$ cat config.mk
export PLATFORM = sky130hd
export DESIGN_NAME = ahb_slave_mem
export DESIGN_NICKNAME = d
export VERILOG_FILES = /design/src/rtl/ahb_pkg.sv /design/src/rtl/ahb_slave_regfile.sv /design/src/rtl/ahb_slave_mem.sv
export SDC_FILE = /design/constraint.sdc
export NUM_CORES = 1
export LEC_CHECK = 0
export ABC_AREA = 1
export CAP_MARGIN = 20
export CORE_MARGIN = 1.5
export CORE_UTILIZATION = 35
export CTS_CLUSTER_SIZE = 16
export DETAILED_ROUTE_END_ITERATION = 10
export PLACE_DENSITY_LB_ADDON = 0.25
export REMOVE_ABC_BUFFERS = 1
export SETUP_SLACK_MARGIN = 0.3
export SLEW_MARGIN = 40
export SYNTH_ARGS = -nofsm -noshare
export SYNTH_HDL_FRONTEND = slang
export SYNTH_SLANG_ARGS = --single-unit
$ cat constraint.sdc
create_clock -name hclk -period 4.8 [get_ports hclk]
set_clock_uncertainty 0.15 [all_clocks]
set_input_delay 0.48 -clock hclk [delete_from_list [all_inputs] [get_ports hclk]]
set_output_delay 0.48 -clock hclk [all_outputs]
set_load 0.02 [all_outputs]
$ cat src/rtl/ahb_pkg.sv
// ahb_pkg: shared AHB constants and the slave state type.
//   HTRANS_* : transfer type encodings (IDLE, BUSY, NONSEQ, SEQ)
//   HRESP_*  : response encodings (OKAY, ERROR)
//   slave_state_e : data-phase state of the memory slave
//   is_active()   : true for transfer types that start an access
package ahb_pkg;

    localparam logic [1:0] HTRANS_IDLE   = 2'b00;
    localparam logic [1:0] HTRANS_BUSY   = 2'b01;
    localparam logic [1:0] HTRANS_NONSEQ = 2'b10;
    localparam logic [1:0] HTRANS_SEQ    = 2'b11;

    localparam logic HRESP_OKAY  = 1'b0;
    localparam logic HRESP_ERROR = 1'b1;

    typedef enum logic [2:0] {
        ST_IDLE,
        ST_WAIT,
        ST_DATA,
        ST_ERR1,
        ST_ERR2
    } slave_state_e;

    // NONSEQ and SEQ carry an access; IDLE and BUSY are bus filler.
    function automatic logic is_active(input logic [1:0] trans);
        logic act;
        act = 1'b0;
        case (trans)
            HTRANS_NONSEQ, HTRANS_SEQ: act = 1'b1;
            HTRANS_IDLE, HTRANS_BUSY:  act = 1'b0;
        endcase
        return act;
    endfunction

endpackage

$ cat src/rtl/ahb_slave_regfile.sv
// ahb_slave_regfile: DEPTH x 32 storage behind the AHB memory slave.
//   hclk, hresetn : clock, asynchronous active-low clear of every word
//   we, waddr, wdata : write port, applied at the rising edge
//   re, raddr        : read request, captured at the rising edge
//   rdata            : registered read data, held until the next read
// A read and a write to the same index on one edge returns the new data.
module ahb_slave_regfile
    import ahb_pkg::*;
#(
    parameter int DEPTH = 16,
    parameter int IDX_W = 4
) (
    input  logic             hclk,
    input  logic             hresetn,
    input  logic             we,
    input  logic [IDX_W-1:0] waddr,
    input  logic [31:0]      wdata,
    input  logic             re,
    input  logic [IDX_W-1:0] raddr,
    output logic [31:0]      rdata
);

    logic [31:0] mem_q [DEPTH];
    logic [31:0] rdata_q, rdata_d;

    always_comb begin
        rdata_d = rdata_q;
        if (re) begin
            rdata_d = (we && (waddr == raddr)) ? wdata : mem_q[raddr];
        end
    end

    // NOTE: the array is reset because the bus contract promises all-zero
    // contents after reset; this forces flops rather than a RAM macro.
    always_ff @(posedge hclk or negedge hresetn) begin
        if (!hresetn) begin
            for (int i = 0; i < DEPTH; i++) begin
                mem_q[i] <= '0;
            end
        end else if (we) begin
            mem_q[waddr] <= wdata;
        end
    end

    always_ff @(posedge hclk or negedge hresetn) begin
        if (!hresetn) begin
            rdata_q <= '0;
        end else begin
            rdata_q <= rdata_d;
        end
    end

    assign rdata = rdata_q;

endmodule

$ cat src/rtl/ahb_slave_mem.sv
// ahb_slave_mem: AHB slave answering from a word-indexed register memory.
//   hclk, hresetn : bus clock, asynchronous active-low reset
//   hsel, haddr, hwrite, htrans, hready : address phase from the master
//   hwdata    : write data in the data phase
//   hreadyout : low while wait states or the first error cycle run
//   hrdata    : registered read data
//   hresp     : OKAY, or ERROR for two cycles on an out-of-range index
module ahb_slave_mem
    import ahb_pkg::*;
#(
    parameter int DEPTH       = 16,
    parameter int WAIT_STATES = 1
) (
    input  logic        hclk,
    input  logic        hresetn,
    input  logic        hsel,
    input  logic [31:0] haddr,
    input  logic        hwrite,
    input  logic [1:0]  htrans,
    input  logic [31:0] hwdata,
    input  logic        hready,
    output logic        hreadyout,
    output logic [31:0] hrdata,
    output logic        hresp
);

    localparam int IDX_W = (DEPTH > 1) ? $clog2(DEPTH) : 1;
    localparam int CNT_W = 3;

    slave_state_e     state_q, state_d;
    logic [CNT_W-1:0] cnt_q, cnt_d;
    logic [IDX_W-1:0] addr_q, addr_d;
    logic             write_q, write_d;

    logic accept;
    logic range_ok;
    logic mem_we;
    logic rd_en;

    assign range_ok = (haddr < 32'(DEPTH));

    // NOTE: every signal driven here gets a default before the case so the
    // block stays purely combinational (no latch on an unassigned path).
    always_comb begin
        state_d   = state_q;
        cnt_d     = cnt_q;
        addr_d    = addr_q;
        write_d   = write_q;
        hreadyout = 1'b1;
        hresp     = HRESP_OKAY;
        mem_we    = 1'b0;

        unique case (state_q)
            ST_IDLE: ;
            ST_WAIT: begin
                hreadyout = 1'b0;
                if (cnt_q <= CNT_W'(1)) begin
                    state_d = ST_DATA;
                end else begin
                    cnt_d = cnt_q - CNT_W'(1);
                end
            end
            ST_DATA: begin
                mem_we  = write_q;
                state_d = ST_IDLE;
            end
            ST_ERR1: begin
                hreadyout = 1'b0;
                hresp     = HRESP_ERROR;
                state_d   = ST_ERR2;
            end
            ST_ERR2: begin
                hresp   = HRESP_ERROR;
                state_d = ST_IDLE;
            end
            default: state_d = ST_IDLE;
        endcase

        // A new address phase is only taken on a cycle this slave is ready,
        // which also lets DATA and ERR2 pipeline straight into the next one.
        accept = hsel && hready && hreadyout && is_active(htrans);
        rd_en  = accept && !hwrite && range_ok;

        if (accept) begin
            addr_d  = haddr[IDX_W-1:0];
            write_d = hwrite;
            if (!range_ok) begin
                state_d = ST_ERR1;
            end else if (WAIT_STATES > 0) begin
                state_d = ST_WAIT;
                cnt_d   = CNT_W'(WAIT_STATES);
            end else begin
                state_d = ST_DATA;
            end
        end
    end

    // NOTE: sequential state uses non-blocking assignments so every flop
    // samples the pre-edge values computed above.
    always_ff @(posedge hclk or negedge hresetn) begin
        if (!hresetn) begin
            state_q <= ST_IDLE;
            cnt_q   <= '0;
            addr_q  <= '0;
            write_q <= 1'b0;
        end else begin
            state_q <= state_d;
            cnt_q   <= cnt_d;
            addr_q  <= addr_d;
            write_q <= write_d;
        end
    end

    ahb_slave_regfile #(
        .DEPTH (DEPTH),
        .IDX_W (IDX_W)
    ) u_regfile (
        .hclk    (hclk),
        .hresetn (hresetn),
        .we      (mem_we),
        .waddr   (addr_q),
        .wdata   (hwdata),
        .re      (rd_en),
        .raddr   (haddr[IDX_W-1:0]),
        .rdata   (hrdata)
    );

endmodule

== Word-level counts from Yosys, hierarchy flattened ==
Index checks and enable logic that the tools add are counted.

* Word-level logic and storage cells: 73
* Bits in registers: 555
* Input bits: 71
* Output and inout bits: 34

* Reduce and logical (&&, ||, !) cells: 15
* Eq/ne operators: 10
* $lt $le $gt $ge: 5
* Muxes and demuxes: 19
* Add/subtract/negate cells: 1
* Bitwise operators: 2

{| class="wikitable"
|+ Operator list
! kind !! count
|-
| bitwise mux 512 bit || 1
|-
| binary-select mux 32 bit (select 4 bit) || 1
|-
| demux 32 bit (select 4 bit) || 1
|-
| two-way mux 32 bit || 4
|-
| < comparator 32 x 5 -> 1 bit, second input constant || 1
|-
| two-way mux 3 bit || 6
|-
| greater-or-equal comparator 5 bit, second input constant || 2
|-
| NOT 4 -> 5 bit || 2
|-
| case mux 3 bit (3 select lines) || 1
|-
| OR reduction 2 bit || 4
|-
| logical AND 1 bit || 7
|-
| equality test 3 x 2 -> 1 bit, second input constant || 2
|-
| < comparator 5 x 1 -> 1 bit, second input constant || 1
|-
| equality test 2 bit, second input constant || 2
|-
| equality test 4 bit || 1
|-
| equality test 3 x 1 -> 1 bit, second input constant || 1
|-
| equality test 3 bit, second input constant || 1
|-
| less-or-equal comparator 3 x 1 -> 1 bit, second input constant || 1
|-
| zero test 3 bit || 1
|-
| two-way mux 1 bit || 3
|-
| inequality test 3 bit, second input constant || 1
|-
| subtractor 3 x 1 -> 3 bit, second input constant || 1
|-
| equality test 2 x 1 -> 1 bit, second input constant || 1
|-
| zero test 2 bit || 1
|-
| 5 further kinds || 5
|}

== Longest topological paths before layout ==
Gate-level depths: netlist (run 1).

* Depth after elaboration: 7
* Mapped depth: 13
* Gate-level depth less buffers: 9

== Cells and area by module ==
From an unflattened synthesis (run 1), not the netlist that was laid out.

* Cells, all modules: 3548
* Area, all modules: 26588.0 µm²

{| class="wikitable"
|+ Modules (own cells, without submodules)
! module !! seq. area each (µm²) !! times used !! area an instance (µm²) !! cells each
|-
| ahb_slave_regfile || 13613.1 || 1 || 25786.0 || 3427
|-
| ahb_slave_mem || 275.3 || 1 || 802.0 || 121
|}

== Least setup slack after synthesis (run 1) ==
No wires, ideal clock.

* Path kind: input to register
* Start point: input port haddr[0]
* End point: register u_regfile.rdata_q[14], in the netlist u_regfile.rdata[14]
* Path slack: 2.911 ns
* Cell stages on the path: 10
* Arrival: 1.622 ns
* Library setup time: 0.117 ns
* Required time: 4.533 ns
* Path buffers: 3
* Cell sequence: buf_4 > clkbuf_1 > clkbuf_1 > nand2_1 > nand3_1 > nand3_1 > nand3_1 > nand3_1 > nand2_1 > nand2_1

* Longest elaborated chain between the ends: 5
* Elaborated cells between the ends (all ways): 9
* Those cells by class: order compare: 1; eq/ne: 1; mux: 4; bitwise: 1; reduce/logical: 2

{| class="wikitable"
|+ Ends and longest elaborated chain
! element !! line !! RTL
|-
| start, declared || ahb_slave_mem.sv:17 || <nowiki>input logic [31:0] haddr,</nowiki>
|-
| branches (longest 5 deep; another with < comparator 32 x 5 -> 1 bit) || -- ||
|-
| end signal, assigned || ahb_slave_regfile.sv:49 || <nowiki>rdata_q <= rdata_d;</nowiki>
|-
| end, declared || ahb_slave_regfile.sv:24 || <nowiki>logic [31:0] rdata_q, rdata_d;</nowiki>
|}

Several ways; the timed one is not identified. The select of a mux whose other input is x is not followed.
A chain may end at the register's enable or synchronous reset.

== Worst setup path in the final report (run 1) ==
* Start point: register addr_q[2]
* End point: register u_regfile.mem_q[267] (netlist name)

* Longest elaborated chain between the ends: 6
* Elaborated cells between the ends (all ways): 7
* Those cells by class: order compare: 2; mux: 3; bitwise: 1; reduce/logical: 1

{| class="wikitable"
|+ Ends and longest elaborated chain
! element !! line !! RTL
|-
| start, declared || ahb_slave_mem.sv:32 || <nowiki>logic [IDX_W-1:0] addr_q, addr_d;</nowiki>
|-
| start signal, assigned || ahb_slave_mem.sv:109 || <nowiki>addr_q <= addr_d;</nowiki>
|-
| NOT 4 -> 5 bit (not written as such) (*) || ahb_slave_regfile.sv:41 || <nowiki>mem_q[waddr] <= wdata;</nowiki>
|-
| greater-or-equal comparator 5 bit (not written as such) or < comparator 5 x 1 -> 1 bit (tied branches) || ahb_slave_regfile.sv:41 ||
|-
| logical AND 1 bit (not written as such) || ahb_slave_regfile.sv:41 ||
|-
| two-way mux 32 bit (not written as such) || ahb_slave_regfile.sv:41 ||
|-
| demux 32 bit (select 4 bit) (*) || ahb_slave_regfile.sv:41 ||
|-
| bitwise mux 512 bit (*) || ahb_slave_regfile.sv:41 ||
|-
| end signal, assigned by index || ahb_slave_regfile.sv:41 ||
|-
| end, declared || ahb_slave_regfile.sv:23 || <nowiki>logic [31:0] mem_q [DEPTH];</nowiki>
|}

Every way passes the cells marked *; elsewhere a longest branch is shown, timed or not.

==> results_dict.tcl, run 1 <==
set metrics [dict create \
    cp.required_ps 5140 \
    synth.ff_latch_count 555 \
    grt_max_degree 157 \
    r2r.worst_path.cells 6 \
    instances_no_fill 4457 \
    crit_type "register to register" \
    ys_warn_count 0 \
    drt-vias-per-instance 4.90 \
    htree_levels 2 \
    area_growth_syn_to_layout_pct 14.9 \
    cts_resized 0 \
    clock_sinks 555 \
    io_buffers 103 \
    ios 105 \
    ys.flop_type "dfrtp_1" \
    postSynthAreaPerCell_um2 7.54 \
    relSlewSlack 0.415 \
    status "completed" \
    post_cts_buffers 0 \
    post-route-min-period_ps 2790 \
    synth_top_cell_by_area "dfrtp_1" \
    grt_pass1_vias 20600 \
    slowest_delay_ps 580 \
    antenna_found_initial 0 \
    synth.yosys.seq_area_share 0.530 \
    cp.depth 6 \
    routed_wl_mm 75.1 \
    cts_buffers 61 \
    fp-row-count 100 \
    dr.pass1.iters 5 \
    wire_per_inst_um 16.9 \
    worstPathMaxFanout 36 \
    clockBufferDepth 3 \
    fp.dieW_um 277 \
    grt_use_total 0.198 \
    cp_slowest_cell "nand2_2" \
    ys_async_sr_fraction 1.00 \
    synth.area.top_cells "dfrtp_1 53%, nand2_1 18%, o21ai_0 10%, nand3_1 6.8%, inv_1 4.3%" \
    synth_top_cell_area_share 0.530 \
    antenna_left 0 \
    synth_edf_count 0 \
    critical_path_buf_inv_count 2 \
    report.final.slew_viol_count 0 \
    max_cap_violations 0 \
    grt_pass1_wl_mm 121 \
    initial_core_util 0.353 \
    worst_slack_ps 2010 \
    grt_setup_unrepaired "false" \
    cts_root_buf "clkbuf_16" \
    ir_worst_vdd_v 0.000369 \
    hold_viol 0 \
    stdcell_area_um2 30100 \
    hpwl_mm 39.3 \
    core_area_um2 74300 \
    clkSlewWorstSetupHoldPaths_ps 60 \
    timing.fmax_mhz 359 \
    yosysUniqueCellTypes 27 \
    p_per_area_nw_per_um2 380 \
    cts_tree "done" \
    syn-cell-area_um2 26200 \
    globalplace.congestion 0.739 \
    cp.arrival_ps 3130 \
    setup_violations 0 \
    hold_path_class "input port to asynchronous set/reset pin" \
    crit_chain "clkinv_1 -> nor2_1 -> nand2_2 -> buf_4 -> nand2_1 -> o21ai_0" \
    chipHeight_um 277 \
    crit_family "simple AND/OR/NAND/NOR gates" \
    layout-drive-gt1-share 0.0502 \
    first_iter_violations 1999 \
    remaining_drc_errors 0 \
    overflow 0 \
    num_vias 21800 \
    crit_path_start_kind "register" \
    placed_area_um2 28000 \
    tns_ps 0 \
    worst_setup_path_end_kind "register" \
    syn_inst 3478 \
    place_inst 4344 \
    dieArea_um2 76600 \
    clk_latency_ps 640 \
    leakage_nw 16.9 \
    diodes 0 \
    nets 3512 \
    hold_buffers 1 \
    worstMarginPinSlew_ps 877 \
    post-route-period-util 0.581 \
    dp_slack_ps 1730 \
]
[cells in the final DEF, fill, tap and decap left out, types with 3 or more instances in the layout]
cell type	synthesis	layout
buf_6	0	3
dfrtp_1	555	555
buf_12	0	9
o21ai_1	21	21
nor2_1	155	155
nand2_1	1276	1273
bufinv_16	0	4
clkdlybuf4s50_1	0	98
inv_1	302	301
clkbuf_8	0	24
nand2_2	9	10
nor3_4	3	3
buf_4	1	28
clkbuf_16	0	61
nand3_1	357	355
clkinv_2	0	11
nand3_4	1	5
clkbuf_1	186	10
o21ai_0	530	530
xor2_1	4	4
[per-stage QoR]
stage	power [mW]	hold WS [ps]	util
floorplan	6.19	34.4	-
global placement	6.66	310	0.375
detailed placement	6.69	314	0.377
CTS	11.6	254	0.405
global route	12.1	294	0.406
finish	11.5	235	0.406
[cell usage after synthesis, types with 2 or more instances]
library cell	number
nand3_1	357
buf_2	46
xor2_1	4
ha_1	2
o21ai_0	530
clkbuf_1	186
buf_1	13
dfrtp_1	555
nor3_4	3
nand2_2	9
inv_1	302
nand2_1	1276
nand3_2	4
o21ai_1	21
nor2_1	155
inv_2	2
clkinv_1	3
[logic make-up (layout without fill, tap and decap cells)]
group | Yosys count | count (layout) | share of synthesized area
DFF | 555 | 555 | 0.530
buffers and inverters | 553 | 563 | 0.0815
xor gates and xnor gates | 5 | 5 | 0.00167
AOI/OAI and AO/OA | 555 | 555 | 0.106
adders and majority gates | 2 | 2 | 0.000954
and+or+nand+nor | 1808 | 1808 | 0.280
[routing by layer]
layer / track usage / up-vias / part of all wire
li1: - / 10900 / -
met1: 0.284 / 10400 / 0.48
met2: 0.318 / 487 / 0.45
met3: 0.0275 / 95 / 0.049
met4: 0.0441 / 0 / 0.019
met5: 0 / - / 0
[report_power, final]
part	leakage (nW)	switching, mW	internal, mW
Sequential	5.18	0.229	5.12
Clock	1.05	1.96	2.91
Combinational	10.7	0.802	0.457
Total	16.9	2.99	8.48
[final cells by class]
cell class / count / area, µm²
inverters: 307 / 1170
flip-flops and latches: 555 / 13900
clock inverters: 17 / 211
clock buffers: 95 / 1890
fillers: 7835 / 44200
repair buffers: 144 / 1510
well taps: 969 / 1210
multi-input cells: 2370 / 10300
[worst paths after layout]
kind / startpoint / end / slack [ps]
worst max register to register: addr_q[2]$_DFFE_PN0P_ / u_regfile.mem_q[267]$_DFFE_PN0P_ / 2010
worst min-delay path: hresetn / u_regfile.mem_q[327]$_DFFE_PN0P_ / 230
worst min register to register: u_regfile.rdata[4]$_DFFE_PN0P_ / u_regfile.rdata[4]$_DFFE_PN0P_ / 330
min in group hclk: u_regfile.rdata[4]$_DFFE_PN0P_ / u_regfile.rdata[4]$_DFFE_PN0P_ / 330
worst max-delay path: addr_q[2]$_DFFE_PN0P_ / u_regfile.mem_q[267]$_DFFE_PN0P_ / 2010
max in group asynchronous: hresetn / u_regfile.rdata[4]$_DFFE_PN0P_ / 2960
[state kept, by name (all words and copies together), names as in the netlist]
signal,count
cnt_q,3
u_regfile.rdata,32
state_q,3
u_regfile.mem_q,512
addr_q,4
write_q,1
Power figures use the tool's default switching activity.
==> run 2, diff against run 1 <==
==> constraint.sdc (replaced) <==
create_clock -name hclk -period 2.4 [get_ports hclk]
set_clock_uncertainty 0.15 [all_clocks]
set_input_delay 0.24 -clock hclk [delete_from_list [all_inputs] [get_ports hclk]]
set_output_delay 0.24 -clock hclk [all_outputs]
set_load 0.02 [all_outputs]
==> run 2 against run 1 <==
Net effect: power grew 98%; worst setup slack worse by 1700 ps; final cell count rose by 1.2%; sequential share of layout area down 0.91 points; final area grew 2.0%; clock power is 94% higher; critical path depth is 5 lower; routed wire length rose by 2.6%; combinational power rose by 110%; global-route usage increased by 0.62 points; largest cell class unchanged; largest power group unchanged.
==> results_dict.tcl, run 2 (same netlist as run 1, synthesis figures left out) <==
set metrics [dict create \
    post-route-period-util 0.858 \
    layout-drive-gt1-share 0.0644 \
    cts_root_buf "clkbuf_16" \
    max_cap_violations 0 \
    instances_no_fill 4511 \
    wire_per_inst_um 17.1 \
    hold_viol 0 \
    fp-row-count 100 \
    status "completed" \
    mostFrequentLayoutCell "nand2_1" \
    n_fill_cell 7673 \
    grt_pass1_wl_mm 124 \
    num_vias 21900 \
    crit_family "buffers and inverters" \
    cts_buffers 60 \
    crit_chain "clkdlybuf4s50_1" \
    slowest_delay_ps 630 \
    antenna_found_initial 1 \
    initial_core_util 0.353 \
    cp.required_ps 2010 \
    dp_slack_ps 153 \
    clock_sinks 555 \
    final_cell_mix "1273 x nand2_1, 555 x dfrtp_1, 529 x o21ai_0, 355 x nand3_1, 301 x inv_1" \
    crit_path_start_kind "register" \
    ios 105 \
    place_inst 4395 \
    clk_latency_ps 620 \
    final_core_util 0.414 \
    critical_path_buf_inv_count 1 \
    ir_worst_vdd_v 0.000532 \
    routed_wl_mm 77.1 \
    post-route-min-period_ps 2060 \
    dr.pass1.iters 5 \
    leakage_nw 17.2 \
    htree_levels 2 \
    first_iter_violations 1972 \
    cp.arrival_ps 1670 \
    antenna_left 0 \
    drt-vias-per-instance 4.86 \
    grt_max_degree 110 \
    core_area_um2 74300 \
    remaining_drc_errors 0 \
    overflow 0 \
    io_buffers 103 \
    dieArea_um2 76600 \
    hold_slack_ps 14.3 \
    hold_path_class "input port to asynchronous set/reset pin" \
    timing.fmax_mhz 486 \
    worstMarginPinSlew_ps 642 \
    hpwl_mm 43.4 \
    nets 3568 \
    tns_ps 0 \
    chipHeight_um 277 \
    fp.dieW_um 277 \
    clkSlewWorstSetupHoldPaths_ps 70 \
    area_growth_syn_to_layout_pct 17.3 \
    setup_violations 0 \
    largest_register_ffs 512 \
    worst_slack_ps 342 \
    worstPathMaxFanout 2 \
    worst_setup_path_end_kind "output port" \
    cp_slowest_cell "clkdlybuf4s50_1" \
    top_register "u_regfile.mem_q" \
    grt_use_total 0.204 \
    relSlewSlack 0.572 \
    grt_setup_unrepaired "true" \
    crit_type "register to output port" \
    globalplace.congestion 0.751 \
    grt_pass1_vias 21100 \
    clockBufferDepth 3 \
    cts_tree "done" \
    report.final.slew_viol_count 0 \
    p_per_area_nw_per_um2 740 \
]
[run 2: cell count changes in the layout (fill, tap and decap cells not counted), moves of 2 or more]
| cell | previous run | this run |
|---|---|---|
| diode_2 | 0 | 2 |
| dlygate4sd2_1 | 0 | 2 |
| buf_16 | 2 | 0 |
| nand2_4 | 2 | 0 |
| clkinv_8 | 2 | 0 |
| nand2_2 | 10 | 12 |
| clkinv_4 | 0 | 2 |
| buf_12 | 9 | 33 |
| clkdlybuf4s50_1 | 98 | 95 |
| buf_6 | 3 | 11 |
| clkinvlp_4 | 0 | 2 |
| buf_4 | 28 | 54 |
| clkbuf_8 | 24 | 16 |
[run 2: final cells by class]
class | count | area (µm²) | share of cell area
Inverter | 307 | 1170 | 0.0379
Antenna cell | 2 | 5.00 | 0.000163
Clock buffer | 88 | 1790 | 0.0581
Clock inverter | 19 | 211 | 0.00688
Multi-Input combinational cell | 2370 | 10300 | 0.333
Tap cell | 969 | 1210 | 0.0394
Timing Repair Buffer | 201 | 2220 | 0.0723
Sequential cell | 555 | 13900 | 0.452
[run 2: metal layers]
layer	part of all wire	wire, µm	up-vias	global-route usage
met5	0	0	-	0
met4	0.023	1770	0	0.0571
met3	0.045	3480	111	0.0265
met2	0.46	35300	461	0.330
met1	0.47	36600	10400	0.287
li1	-	-	11000	-
[run 2: stage by stage]
| step | power, mW | instance area [µm²] |
|---|---|---|
| after floorplan | 12.4 | 25200 |
| after global placement | 13.4 | 28600 |
| after detailed placement | 13.5 | 28600 |
| after CTS | 23.0 | 30700 |
| after global routing | 23.9 | 30700 |
| final | 22.8 | 30700 |
[run 2: report_power, final]
group	switching (mW)	internal, mW
combinational	1.63	1.00
sequential	0.463	10.2
clock	3.88	5.55
[run 2: timing repair]
action / CTS / global route
pin swaps: 1 / 3
hold buffers: 1 / 0
hold endpoints to repair: 420 / 0
setup buffers: 3 / 3
setup endpoints to repair: 56 / 187
resized for setup: 4 / 23
[run 2: final timing paths]
path	startpoint	end	slack, ps	cells past startpoint
worst max-delay path	u_regfile.rdata[14]$_DFFE_PN0P_	hrdata[14]	340	1
worst min-delay path	hresetn	u_regfile.mem_q[199]$_DFFE_PN0P_	10	2
worst max register to register	state_q[0]$_DFFE_PN0P_	u_regfile.mem_q[380]$_DFFE_PN0P_	390	8
worst min register to register	u_regfile.rdata[22]$_DFFE_PN0P_	u_regfile.rdata[22]$_DFFE_PN0P_	330	2
max in group asynchronous	hresetn	u_regfile.mem_q[240]$_DFFE_PN0P_	1260	4
min in group hclk	haddr[3]	addr_q[3]$_DFFE_PN0P_	80	4
